[config.mk]
export PLATFORM = sky130hd
export DESIGN_NAME = uart_tx_arbiter
export DESIGN_NICKNAME = d
export VERILOG_FILES = /design/src/rtl/uart_tx_arbiter.sv
export SDC_FILE = /design/constraint.sdc
export NUM_CORES = 1
export LEC_CHECK = 0
export BUFFER_PORTS_ARGS = -buffer_cell sky130_fd_sc_hd__buf_2
export CAP_MARGIN = 15
export CELL_PAD_IN_SITES_DETAIL_PLACEMENT = 0
export CELL_PAD_IN_SITES_GLOBAL_PLACEMENT = 1
export CORE_UTILIZATION = 38
export DETAILED_ROUTE_END_ITERATION = 6
export PLACE_DENSITY = 0.83
export SLEW_MARGIN = 20
export SYNTH_ARGS = -nofsm -noshare
export SYNTH_HDL_FRONTEND = slang
export SYNTH_SLANG_ARGS = --single-unit
export TNS_END_PERCENT = 50
[constraint.sdc]
create_clock -name clk -period 2.6 [get_ports clk]
set_clock_uncertainty 0.15 [all_clocks]
set_input_delay 0.13 -clock clk [delete_from_list [all_inputs] [get_ports clk]]
set_output_delay 0.13 -clock clk [all_outputs]
set_load 0.02 [all_outputs]
[src/rtl/uart_tx_arbiter.sv]
// Round-robin arbiter sharing one UART transmitter among NUM_REQ requesters.
// Ports: clk, rst (sync, active-high), req/req_data from requesters,
//   grant/done/err per-requester, tx_data/tx_start/tx_done to uart_tx, busy.
module uart_tx_arbiter #(
   parameter int NUM_REQ = 4,
   parameter int TIMEOUT = 1024
) (
   input  logic                 clk,
   input  logic                 rst,
   input  logic [NUM_REQ-1:0]   req,
   input  logic [8*NUM_REQ-1:0] req_data,
   output logic [NUM_REQ-1:0]   grant,
   output logic [NUM_REQ-1:0]   done,
   output logic [NUM_REQ-1:0]   err,
   output logic [7:0]           tx_data,
   output logic                 tx_start,
   input  logic                 tx_done,
   output logic                 busy
);

   localparam int LW = $clog2(NUM_REQ);
   localparam int CW = $clog2(TIMEOUT);

   typedef enum logic [1:0] {
      IDLE,
      START,
      WAIT,
      DONE
   } state_t;

   state_t        state;
   logic [LW-1:0] last;
   logic [LW-1:0] win;
   logic [CW-1:0] cnt;
   logic [LW:0]   idx;
   logic          found;

   // Search upward from last+1 with wrap; the extra idx bit
   // holds last+k before it is folded back into range.
   always_comb begin
      win   = last;
      found = 1'b0;
      idx   = '0;
      for (int k = 1; k <= NUM_REQ; k++) begin
         idx = {1'b0, last} + (LW+1)'(k);
         if (idx >= (LW+1)'(NUM_REQ))
            idx = idx - (LW+1)'(NUM_REQ);
         if (!found && req[idx[LW-1:0]]) begin
            found = 1'b1;
            win   = idx[LW-1:0];
         end
      end
   end

   always_ff @(posedge clk) begin
      if (rst) begin
         state    <= IDLE;
         grant    <= '0;
         done     <= '0;
         err      <= '0;
         tx_data  <= 8'h00;
         tx_start <= 1'b0;
         cnt      <= '0;
         last     <= LW'(NUM_REQ-1);
      end else begin
         done     <= '0;
         err      <= '0;
         tx_start <= 1'b0;
         unique case (state)
            IDLE: begin
               if (found) begin
                  state    <= START;
                  grant    <= NUM_REQ'(1) << win;
                  tx_data  <= req_data[{win, 3'b000} +: 8];
                  last     <= win;
                  tx_start <= 1'b1;
               end
            end
            START: begin
               cnt   <= '0;
               state <= WAIT;
            end
            WAIT: begin
               // tx_done is tested first so a completion on the
               // final timeout cycle still counts as success.
               if (tx_done) begin
                  state <= DONE;
                  done  <= grant;
               end else if (cnt == CW'(TIMEOUT-1)) begin
                  state <= DONE;
                  err   <= grant;
               end else begin
                  cnt <= cnt + CW'(1);
               end
            end
            DONE: begin
               grant <= '0;
               state <= IDLE;
            end
            default: state <= IDLE;
         endcase
      end
   end

   assign busy = (state != IDLE);

endmodule

Word level (Yosys, flattened, before mapping)
Cells that the tools add are included.
{"block": "word_totals", "ff_bits": 35, "out_inout_bits": 22}
{"block": "classes", "addsub": 9, "n_lt_le_gt_ge": 8, "n_eq_ne": 8, "shift": 2, "muxes": 30, "n_bitwise": 4, "reduce_logical": 17}
{"operator": "32-bit by 6-bit indexed part select with 8-bit output", "n": 1}
{"operator": "2-bit 2-to-1 mux", "n": 11}
{"operator": "10-bit 2-to-1 mux", "n": 2}
{"operator": "10-bit case mux with 2 select lines", "n": 1}
{"operator": "3-bit greater-or-equal comparator, second input constant", "n": 4}
{"operator": "2-bit by 3-bit < comparator with 1-bit output, second input constant", "n": 4}
{"operator": "10-bit by 1-bit adder with 10-bit output, second input constant", "n": 1}
{"operator": "10-bit == test, second input constant", "n": 1}
{"operator": "1-bit 2-to-1 mux", "n": 9}
{"operator": "1-bit binary-select mux with 2-bit select", "n": 4}
{"operator": "2-bit case mux with 4 select lines", "n": 1}
{"operator": "4-bit case mux with 2 select lines", "n": 1}
{"operator": "2-bit by 1-bit subtractor with 2-bit output, second input constant", "n": 4}
{"operator": "2-bit by 2-bit adder with 3-bit output, second input constant", "n": 2}
{"operator": "2-bit inequality test, second input constant", "n": 3}
{"operator": "2-bit AND reduction", "n": 3}
{"operator": "2-bit nonzero test", "n": 3}
{"operator": "2-bit == test, second input constant", "n": 2}
{"operator": "4-bit 2-to-1 mux", "n": 1}
{"operator": "1-bit NOT", "n": 4}
{"operator": "4-bit OR reduction", "n": 1}
{"operator": "1-bit by 2-bit left shift with 4-bit output, first input constant", "n": 1}
{"operator": "2-bit by 1-bit adder with 3-bit output, second input constant", "n": 1}
{"operator": "2-bit by 3-bit adder with 3-bit output, second input constant", "n": 1}
{"operator": "other kinds (8)", "n": 12}

Logic depth before layout (Yosys ltp)
Gate-level depths: netlist (run 1).
{"block": "logic_depth", "word_depth": 18, "ltp_mapped": 7, "ltp_nobuf": 7}

Least setup slack after synthesis (run 1)
No wires, ideal clock.
{"block": "synth_path", "path_kind": "reg2reg", "start": "reg state[0]", "end": "reg cnt[9]", "setup_time_ns": 0.121, "arrival_ns": 1.580, "setup_slack_ns": 0.749, "stages_incl_launch_ff": 8, "n_path_buf": 0, "period_less_slack_ns": 1.851, "cell_sequence": "dfxtp_1 -> inv_1 -> ha_1 -> and2b_1 -> o2111ai_1 -> and4bb_1 -> xnor2_1 -> nor2_1"}
{"block": "synth_between", "elab_chain_len": 3}
{"item": "start, declared", "line": "31", "rtl": "state_t state;"}
{"item": "start signal, assigned", "line": "57", "rtl": "state <= IDLE;"}
{"item": "start signal, assigned", "line": "72", "rtl": "state <= START;"}
{"item": "start signal, assigned", "line": "81", "rtl": "state <= WAIT;"}
{"item": "2-bit == test or 2-bit by 1-bit == test with 1-bit output (tied branches)", "line": "69", "rtl": "unique case (state)"}
{"item": "2-bit inequality test (no source line) or 2-bit nonzero test (tied branches)"}
{"item": "3-bit AND reduction (no source line)"}
{"item": "end signal, assigned", "line": "93", "rtl": "cnt <= cnt + CW'(1);"}
{"item": "end, declared", "line": "34", "rtl": "logic [CW-1:0] cnt;"}
Several ways; a longest one is shown, not always the timed one.
A chain may end at the register's enable or synchronous reset.

Final worst setup path (run 1)
{"block": "layout_path", "start": "reg state[0]", "end": "reg tx_data[2]"}
{"block": "layout_between", "elab_chain_len": 2}
{"item": "2-bit logical NOT", "line": "69"}
{"item": "2-bit AND reduction (no source line)"}
{"item": "end signal, assigned", "line": "74", "rtl": "tx_data <= req_data[{win, 3'b000} +: 8];"}
{"item": "end, declared", "line": "15", "rtl": "output logic [7:0] tx_data,"}
Every way passes these cells.

==> results of run 1 <==
path summary, 6_finish.rpt:
kind / start / to / slack [ps] / depth (start not counted)
setup / recovery: state[0]$_SDFFE_PP0P_ / tx_data[2]$_SDFFE_PP0P_ / 530 / 6
hold / removal: req_data[21] / tx_data[5]$_SDFFE_PP0P_ / 20 / 3
setup reg to reg: state[0]$_SDFFE_PP0P_ / tx_data[2]$_SDFFE_PP0P_ / 530 / 6
hold reg to reg: tx_data[1]$_SDFFE_PP0P_ / tx_data[1]$_SDFFE_PP0P_ / 330 / 2
state kept, by name (all words and copies together) (netlist names):
name and flops:
tx_start 1, err 4, grant 4, last 2
done 4, tx_data 8, state 2, cnt 10
metal layers:
layer	global-route usage	part of all wire
met1	0.2092	0.47
met2	0.2548	0.44
met3	0.05350	0.073
met4	0.07051	0.017
met5	0	0
worst register-to-register path: cells and delay by family (launching register included):
kind            cells  cell delay [ps]
fa+ha+maj           1              240
buf+inv             2              200
flops               1              360
compound gates      2              480
simple gates        1              510
cells in the mapped netlist, drive strengths merged, types with 2 or more instances:
library cell,count
nor3,4
nor2,18
o211ai,2
and3,18
clkbuf,2
inv,11
nand3,14
nand2b,4
a21oi,3
buf,6
a221oi,2
dfxtp,35
a211oi,18
o21ai,6
a32oi,4
xnor2,7
nand2,7
ha,6
o31ai,9
nor2b,2
and2,11
a21o,2
kinds of logic after synthesis:
family | after synthesis | synth area share
DFF | 35 | 0.3608
xor gates and xnor gates | 7 | 0.03157
AOI/OAI and AO/OA | 50 | 0.2661
adders and majority gates | 6 | 0.03866
buffers and inverters | 19 | 0.04961
and+or+nand+nor | 83 | 0.2532
cell type report:
type | instances | area, um2 | area share
clock buffers | 6 | 82.58 | 0.03476
well taps | 67 | 83.83 | 0.03528
clock inverters | 1 | 5.005 | 0.002106
flip-flops and latches | 35 | 700.7 | 0.2949
inverters | 11 | 41.29 | 0.01738
multi-input cells | 146 | 1145 | 0.4818
repair buffers | 62 | 317.8 | 0.1338
through the flow:
stage / power (W) / hold WS (ps)
after floorplan: 0.001595 / 46.25
after global placement: 0.001825 / 250.1
after detailed placement: 0.001831 / 250.5
after CTS: 0.002226 / 8.272
after global routing: 0.002370 / 26.17
final: 0.002204 / 17.59
report_power, final:
| group | internal [W] | total (W) | switching, W |
|---|---|---|---|
| Combinational | 0.000396 | 0.00107 | 0.000675 |
| Sequential | 0.000656 | 0.000744 | 0.0000884 |
| Clock | 0.000207 | 0.000389 | 0.000181 |
what timing repair did:
action | 4_1_cts | 5_1_grt
hold buffers | 1 | 0
hold endpoints to repair | 6 | 0
endpoints found under the setup margin | 0 | 0
gates resized for setup | 0 | 0
==> key figures, run 1 <==
Synthesis
  • Post-Synthesis Cells: 200
  • Asr flop ratio synth: 0
  • Top cells by area, synth: dfxtp_1 (36%), a211oi_2 (5.8%), and3_1 (5.8%)
  • Area share of the largest cell type after synthesis: 0.3608
  • #FFs+latches synth: 35
  • Cell area after synthesis: approximately 0.002 mm2
  • Seq/Total Area, Yosys: 0.3608
  • Main synth FF type: dfxtp_1
  • Leading area contributor after synthesis: dfxtp_1
  • Avg Inst Size Synth: about 9.7 um2
  • Syn nets: 245
  • Yosys warning count: 0
  • Post-synth EDFFs: 0
  • Synth cell types: 44

Cells and area
  • Fin area: 0.002376 mm2
  • Non-filler instance count after layout: 328
  • Util after Layout: 0.4932
  • N_diodes: 0
  • Layout net count: 306
  • Commonest non-fill, non-tap cell in the layout: buf_2
  • Fill count: 488
  • Fraction of layout cells with a size suffix above 1: 0.3831
  • Most frequent cells in the layout: buf_2 (60), dfxtp_1 (35), nor2_1 (18), and3_1 (18), nand3_1 (14)
  • Synth-to-layout area growth: 22.36%

Timing
  • Fin crit period: 2068 ps
  • Max Fclk: 0.4835 GHz
  • Unrepaired setup endpoints after global routing: false
  • Tcrit/Tclk final: 0.7955
  • Max_slew headroom: 0.6216
  • Final setup violation count: 0
  • Setup TNS: 0 ps
  • Worst setup margin: 531.8 ps
  • Worst slew pin tran: 567.5 ps
  • Final Max Slew Viols: 0
  • Final hold violations: 0

Setup path
  • Crit-path cells: inv_1 -> ha_1 -> inv_1 -> a21o_1 -> nand2b_1 -> o31ai_2
  • Top cell by count, worst path: inv_1
  • Buf/Inv on CP: 2
  • Crit path kind: flip-flop to flip-flop
  • Setup crit start kind: flip-flop
  • Cell family with most CP delay: simple AND/OR/NAND/NOR gates
  • Slowest cell delay on critical path: 510 ps
  • CP endpoint kind: flip-flop
  • Critical Path RT: about 2600 ps
  • CP max FO: 13
  • Worst Path Arrival: approximately 2100 ps
  • Crit-path slowest cell: nand2b_1

Global routing
  • Tot GR Track Use: 0.1647
  • Initial antenna violation count: 0
  • Largest net degree at the start of global routing: 20
  • GRT overflow: 0
  • First-pass GRT wire length: slightly below 7000 um
  • Number of global-route vias before repair: 1,536

Routing
  • Final ANT Viol Nets: 0
  • DRC: 0
  • Vias/cell: ~5
  • Drt total wl: about 4000 um
  • Initial DRC count: 89
  • Via Count: 1,653
  • Wire length per cell: 12.21 um
  • First-pass DRT Iterations: 4

Placement
  • Post-DP HPWL: 3031 um
  • Placed cells: 320
  • Port-buffer cells: 60
  • Setup WS pre-CTS: 525.7 ps
  • Dpl cell area: 0.002278 mm2
  • GP Congestion: between 0.7 and 0.8

Clocking
  • Root Buffer Master: clkbuf_8
  • Clk sinks: 35
  • H-Tree Level Count: 2
  • Clk Latency, worst-skew pair: roughly 280 ps
  • Inserted Clock Buffers: 5
  • Buffer depth of the longest clock path: 2
  • CTS tree: built
  • Reg clk slew, reported paths: ~60 ps
  • Postcts setup bufs: 0

Floorplanning
  • Io pins: a little over 60
  • Die ar.: 0.005400 mm2
  • Core area: 0.004817 mm2
  • Die height: 73.49 um
  • Core Rows: 25
  • Die X: 73.49 um
  • Initial Util: 0.4031

Job
  • Max-capacitance violation count: 0

Pwr
  • Power Dens Cells: 927.5 mW/mm2
  • Peak VDD IR: 382.0 uV
  • Lkg Pwr: around 1.0 nW

Min path
  • Hold Crit Class: input port to flip-flop

Outcome
  • Status: complete, no violations
No activity file was read; power rests on OpenSTA's default activity.
==> inputs of run 2 (changes only) <==
- CORE_UTILIZATION: 38 -> 34
- PLACE_DENSITY: 0.83 -> 0.79
- clock period: 2.6 -> 1.9 ns (I/O delays scaled with it)
==> run 2 against run 1 <==
Compared with the run above:
- critical path type unchanged
- sequential share of layout area is 2.7 points lower
- power is 50% higher
- flip-flop and latch count stayed put
- final area is 10% higher
- worst setup slack worse by 440 ps
- largest cell class unchanged
- critical path depth stayed put
- critical endpoint is now cnt[8]$_SDFFE_PP0P_
- via count is 6.8% higher
- register-to-register slack worse by 440 ps
- combinational power is 64% higher
==> key figures, run 2 (same netlist as run 1, synthesis figures left out) <==
Outcome
  • Status: complete, no violations

Timing
  • Final Max Slew Viols: 0
  • Max Fclk: approximately 0.55 GHz
  • Final hold violations: 0
  • Final setup violation count: 0
  • Unrepaired setup endpoints after global routing: true
  • Max_slew headroom: 0.7335
  • Hold slack: 11.47 ps
  • Tcrit/Tclk final: 0.9518
  • Setup TNS: 0 ps
  • Fin crit period: 1808 ps
  • Worst slew pin tran: around 400 ps

Placement
  • Port-buffer cells: 60
  • Dpl cell area: 0.002390 mm2
  • GP Congestion: 0.7678
  • Post-DP HPWL: 3443 um

Global routing
  • First-pass GRT wire length: 7652 um
  • Largest net degree at the start of global routing: 18
  • Tot GR Track Use: 0.1613
  • GRT overflow: 0
  • Initial antenna violation count: 0
  • Number of global-route vias before repair: 1,643

Cells and area
  • Fraction of layout cells with a size suffix above 1: 0.4386
  • Most frequent cells in the layout: buf_2 (61), dfxtp_1 (33), nor2_1 (18), and3_1 (18), buf_4 (15)
  • Layout net count: 329
  • Biggest regs: cnt (10), tx_data (8)
  • FF+latch area: about 700 um2
  • Fill count: approximately 560
  • Fin area: 0.002621 mm2
  • N_diodes: 0
  • Largest Register: cnt
  • Synth-to-layout area growth: 34.99%
  • Max reg flops: 10
  • Commonest non-fill, non-tap cell in the layout: buf_2
  • Footprint of the multi-input gates: 0.001196 mm2
  • Util after Layout: 0.4760

Setup path
  • CP endpoint kind: flip-flop
  • Crit path kind: flip-flop to flip-flop
  • R2R Setup Slk: 90 ps
  • Worst Path Arrival: roughly 1800 ps
  • Worst Reg-to-Reg Cells: 6
  • Critical Path RT: between 1500 and 2000 ps
  • CP max FO: 5
  • Worst R2R End: cnt[8]$_SDFFE_PP0P_
  • Reg2reg start: state[1]$_SDFFE_PP0P_
  • Setup crit start kind: flip-flop

Pwr
  • Lkg Pwr: 1.158 nW
  • Peak VDD IR: 771.3 uV
  • Power Dens Cells: 1258 mW/mm2

Clocking
  • Root Buffer Master: clkbuf_8
  • Buffer depth of the longest clock path: 2
  • H-Tree Level Count: 2
  • Inserted Clock Buffers: 5
  • Clk sinks: 35
  • Clk Latency, worst-skew pair: 290 ps
  • CTS tree: built
  • Reg clk slew, reported paths: 70 ps

Floorplanning
  • Initial Util: 0.3526
  • Die height: 77.58 um
  • Core area: roughly 0.0055 mm2
  • Core Rows: 27
  • Die ar.: around 0.0060 mm2
  • Die X: 77.58 um
  • Io pins: 61

Job
  • Max-capacitance violation count: 0

Routing
  • First-pass DRT Iterations: 6
  • Final ANT Viol Nets: 0
  • DRC: 0
  • Drt total wl: 4675 um
  • Wire length per cell: 13.10 um
  • Via Count: 1,766
  • Vias/cell: 4.947
  • Initial DRC count: 86

Min path
  • Hold Crit Class: input port to flip-flop
  • Hold Crit Start: req_data[29]
  • Hold Crit Depth: 3
  • Hold EP: tx_data[5]$_SDFFE_PP0P_
## run 2: worst max path at each step
stage,start,endpoint,slack [ps]
after floorplan,state[0]$_SDFFE_PP0P_,cnt[9]$_SDFFE_PP0P_,50
after global placement,state[0]$_SDFFE_PP0P_,cnt[9]$_SDFFE_PP0P_,20
after detailed placement,state[0]$_SDFFE_PP0P_,cnt[9]$_SDFFE_PP0P_,-60
after CTS,state[1]$_SDFFE_PP0P_,cnt[9]$_SDFFE_PP0P_,9
after global routing,state[1]$_SDFFE_PP0P_,cnt[8]$_SDFFE_PP0P_,-40
final,state[1]$_SDFFE_PP0P_,cnt[8]$_SDFFE_PP0P_,90
## run 2: cell type report
cell class / instances / area share
multi-input combinational: 146 / 0.4563
sequential: 35 / 0.2683
tap: 72 / 0.03437
clock inverter: 1 / 0.001909
timing repair buffer: 85 / 0.1943
clock buffer: 7 / 0.02912
inverter: 11 / 0.01575
## run 2: per-stage QoR
stage / power, W / instances / worst slack (ps)
2_1_floorplan: 0.002183 / 200 / 48.71
3_3_place_gp: 0.002662 / 339 / 19.53
3_5_place_dp: 0.002687 / 339 / -57.67
4_1_cts: 0.003226 / 354 / 9.040
5_1_grt: 0.003537 / 357 / -42.70
6_report: 0.003298 / 357 / 91.57
## run 2: metal layers
layer  global-route usage  share of wire
met3              0.03176          0.044
met1               0.2063           0.48
met5                    0              0
met4              0.06792          0.023
met2               0.2628           0.45
## run 2: worst max-delay path, cell delays in order (launching register included)
cell and delay, ps:
dfxtp_1 390, ha_2 240, and2b_1 200, o21ai_2 120
a2111oi_4 390, xnor2_1 150, nor2_1 60
## run 2: where the power goes
group / total (W) / switching [W] / internal, W
Clock: 0.000513 / 0.000256 / 0.000257
Sequential: 0.00103 / 0.000130 / 0.000901
Combinational: 0.00175 / 0.00102 / 0.000730
## run 2: timing repair
action / 4_1_cts / 5_1_grt
gates cloned: 0 / 1
hold buffers: 7 / 1
setup buffers: 0 / 1
setup endpoints to repair: 1 / 16
hold endpoints to repair: 12 / 1
resized for setup: 2 / 11
pin swaps: 0 / 3
==> inputs of run 3 (changes only) <==
- CELL_PAD_IN_SITES_DETAIL_PLACEMENT: 0 -> default
- CELL_PAD_IN_SITES_GLOBAL_PLACEMENT: 1 -> default
- CORE_UTILIZATION: 34 -> 46
- PLACE_DENSITY: 0.79 -> 0.8
==> run 3 against run 2 <==
Compared with the run above:
- final area fell by 1.0%
- utilization increased by 17 points
- maximum frequency about the same
- first-iteration DRC count is 23% lower
- routed wire length decreased by 1.7%
- critical path type unchanged
- critical endpoint is now tx_data[4]$_SDFFE_PP0P_
- largest cell class unchanged
- highest routed layer unchanged
==> key figures, run 3 (same netlist as run 1, synthesis figures left out) <==
Placement
  • Port-buffer cells: 60
  • GP Congestion: ~0.80
  • Placed cells: 313
  • Dpl cell area: 0.002345 mm2
  • Setup WS pre-CTS: roughly 16 ps
  • Post-DP HPWL: 3110 um

Clocking
  • CTS tree: built
  • Clk Latency, worst-skew pair: 290 ps
  • Buffer depth of the longest clock path: 2
  • H-Tree Level Count: 2
  • Root Buffer Master: clkbuf_8
  • Inserted Clock Buffers: 5
  • Reg clk slew, reported paths: 70 ps
  • Clk sinks: 35

Setup path
  • Slowest cell delay on critical path: 490 ps
  • Crit-path cells: inv_2 -> o211ai_4 -> nand2_4 -> a211oi_1 -> o31ai_2
  • Worst Reg-to-Reg Cells: 5
  • Crit path from: last[1]$_SDFFE_PP1P_
  • WP depth: 5
  • Worst R2R End: tx_data[4]$_SDFFE_PP0P_
  • Buf/Inv on CP: 1
  • Critical Path RT: between 1500 and 2000 ps
  • CP endpoint kind: flip-flop
  • Crit path kind: flip-flop to flip-flop
  • Setup crit start kind: flip-flop
  • Worst Path Arrival: 1830 ps
  • Crit-path slowest cell: dfxtp_1
  • CP endpoint: tx_data[4]$_SDFFE_PP0P_
  • Reg2reg start: last[1]$_SDFFE_PP1P_
  • CP max FO: 19
  • R2R Setup Slk: slightly above 90 ps
  • Cell family with most CP delay: compound AO/OA/AOI/OAI gates

Timing
  • Hold slack: 18.18 ps
  • Max Fclk: around 0.55 GHz
  • Final Max Slew Viols: 0
  • Fin crit period: 1809 ps
  • Final setup violation count: 0
  • Unrepaired setup endpoints after global routing: true
  • Worst setup margin: just over 90 ps
  • Tcrit/Tclk final: 0.9521
  • Worst slew pin tran: around 480 ps
  • Final hold violations: 0
  • Max_slew headroom: 0.6774

Pwr
  • Peak VDD IR: 839.6 uV
  • Power Dens Cells: 1308 mW/mm2
  • Lkg Pwr: 1.144 nW

Floorplanning
  • Initial Util: 0.4820
  • Core area: 0.004029 mm2
  • Die X: 66.97 um
  • Die ar.: around 0.0045 mm2
  • Core Rows: 23
  • Io pins: 61
  • Die height: 66.97 um

Routing
  • Final ANT Viol Nets: 0
  • Drt total wl: 4596 um
  • Via Count: 1,766
  • Vias/cell: 5.368
  • Initial DRC count: 66
  • Wire length per cell: 13.97 um
  • First-pass DRT Iterations: 4
  • DRC: 0

Cells and area
  • Most frequent cells in the layout: buf_2 (60), dfxtp_1 (33), and3_1 (18), nor2_1 (17), nand3_1 (14)
  • N_diodes: 0
  • Fraction of layout cells with a size suffix above 1: 0.4301
  • Non-filler instance count after layout: between 300 and 400
  • Synth-to-layout area growth: 33.63%
  • Fill count: 323
  • Layout net count: around 320
  • Commonest non-fill, non-tap cell in the layout: buf_2
  • Max reg flops: 10
  • Biggest regs: cnt (10), tx_data (8)
  • Fin area: 0.002595 mm2
  • Largest Register: cnt

Outcome
  • Status: complete, no violations

Global routing
  • Number of global-route vias before repair: approximately 1.7k
  • Tot GR Track Use: 0.2314
  • GRT overflow: 0
  • Initial antenna violation count: 0
  • Largest net degree at the start of global routing: 20
  • First-pass GRT wire length: 7714 um

Job
  • Max-capacitance violation count: 0

Min path
  • Hold Crit Depth: 3
  • Hold Crit Class: input port to flip-flop
-- run 3: cell type report --
| class | instances | area, um2 | area share |
|---|---|---|---|
| multi-input cells | 146 | 1191 | 0.4590 |
| flip-flops and latches | 35 | 703.2 | 0.2710 |
| repair buffers | 79 | 479.2 | 0.1847 |
| clock buffers | 6 | 82.58 | 0.03182 |
| well taps | 50 | 62.56 | 0.02411 |
| inverters | 11 | 41.29 | 0.01591 |
| clock inverters | 2 | 35.03 | 0.01350 |
-- run 3: worst min-delay path by stage --
stage,start,end,slack [ps]
after global routing,req_data[29],tx_data[5]$_SDFFE_PP0P_,30
after global placement,rst,state[0]$_SDFFE_PP0P_,220
after floorplan,rst,state[0]$_SDFFE_PP0P_,10
after detailed placement,rst,state[0]$_SDFFE_PP0P_,230
after CTS,req_data[22],tx_data[6]$_SDFFE_PP0P_,20
final,req_data[25],tx_data[1]$_SDFFE_PP0P_,20
-- run 3: worst reg2reg max path: cells and delay by family (launching register included) --
kind / cells / cell delay (ps)
simple gates: 1 / 250
flops: 1 / 490
buf+inv: 1 / 90
compound gates: 3 / 720
-- run 3: repair_timing --
action / CTS / global route
endpoints found under the hold margin: 13 / 0
pin swaps: 0 / 3
hold buffers: 8 / 0
gates resized for setup: 1 / 11
endpoints found under the setup margin: 1 / 15
setup buffers: 0 / 0
-- run 3: report_power, final --
group / total [W] / switching, W / internal [W]
sequential: 0.00102 / 0.000119 / 0.000898
combinational: 0.00169 / 0.000992 / 0.000696
clock: 0.000689 / 0.000265 / 0.000424
total: 0.00339 / 0.00138 / 0.00202
-- run 3: per-layer routing --
metal | wire [um] | vias up | GRT usage
li1 | - | 892 | -
met5 | 0 | - | 0
met1 | 1998 | 813 | 0.2731
met2 | 2327 | 49 | 0.4003
met4 | 108 | 0 | 0.1011
met3 | 162 | 12 | 0.04623
-- run 3: per-stage QoR --
| stage | util | setup TNS (ps) | power, W |
|---|---|---|---|
| 2_1_floorplan | - | 0 | 0.002183 |
| 3_3_place_gp | 0.5820 | 0 | 0.002624 |
| 4_1_cts | 0.6326 | 0 | 0.003360 |
| 3_5_place_dp | 0.5820 | 0 | 0.002649 |
| 6_report | 0.6441 | 0 | 0.003394 |
| 5_1_grt | 0.6441 | -26.51 | 0.003612 |
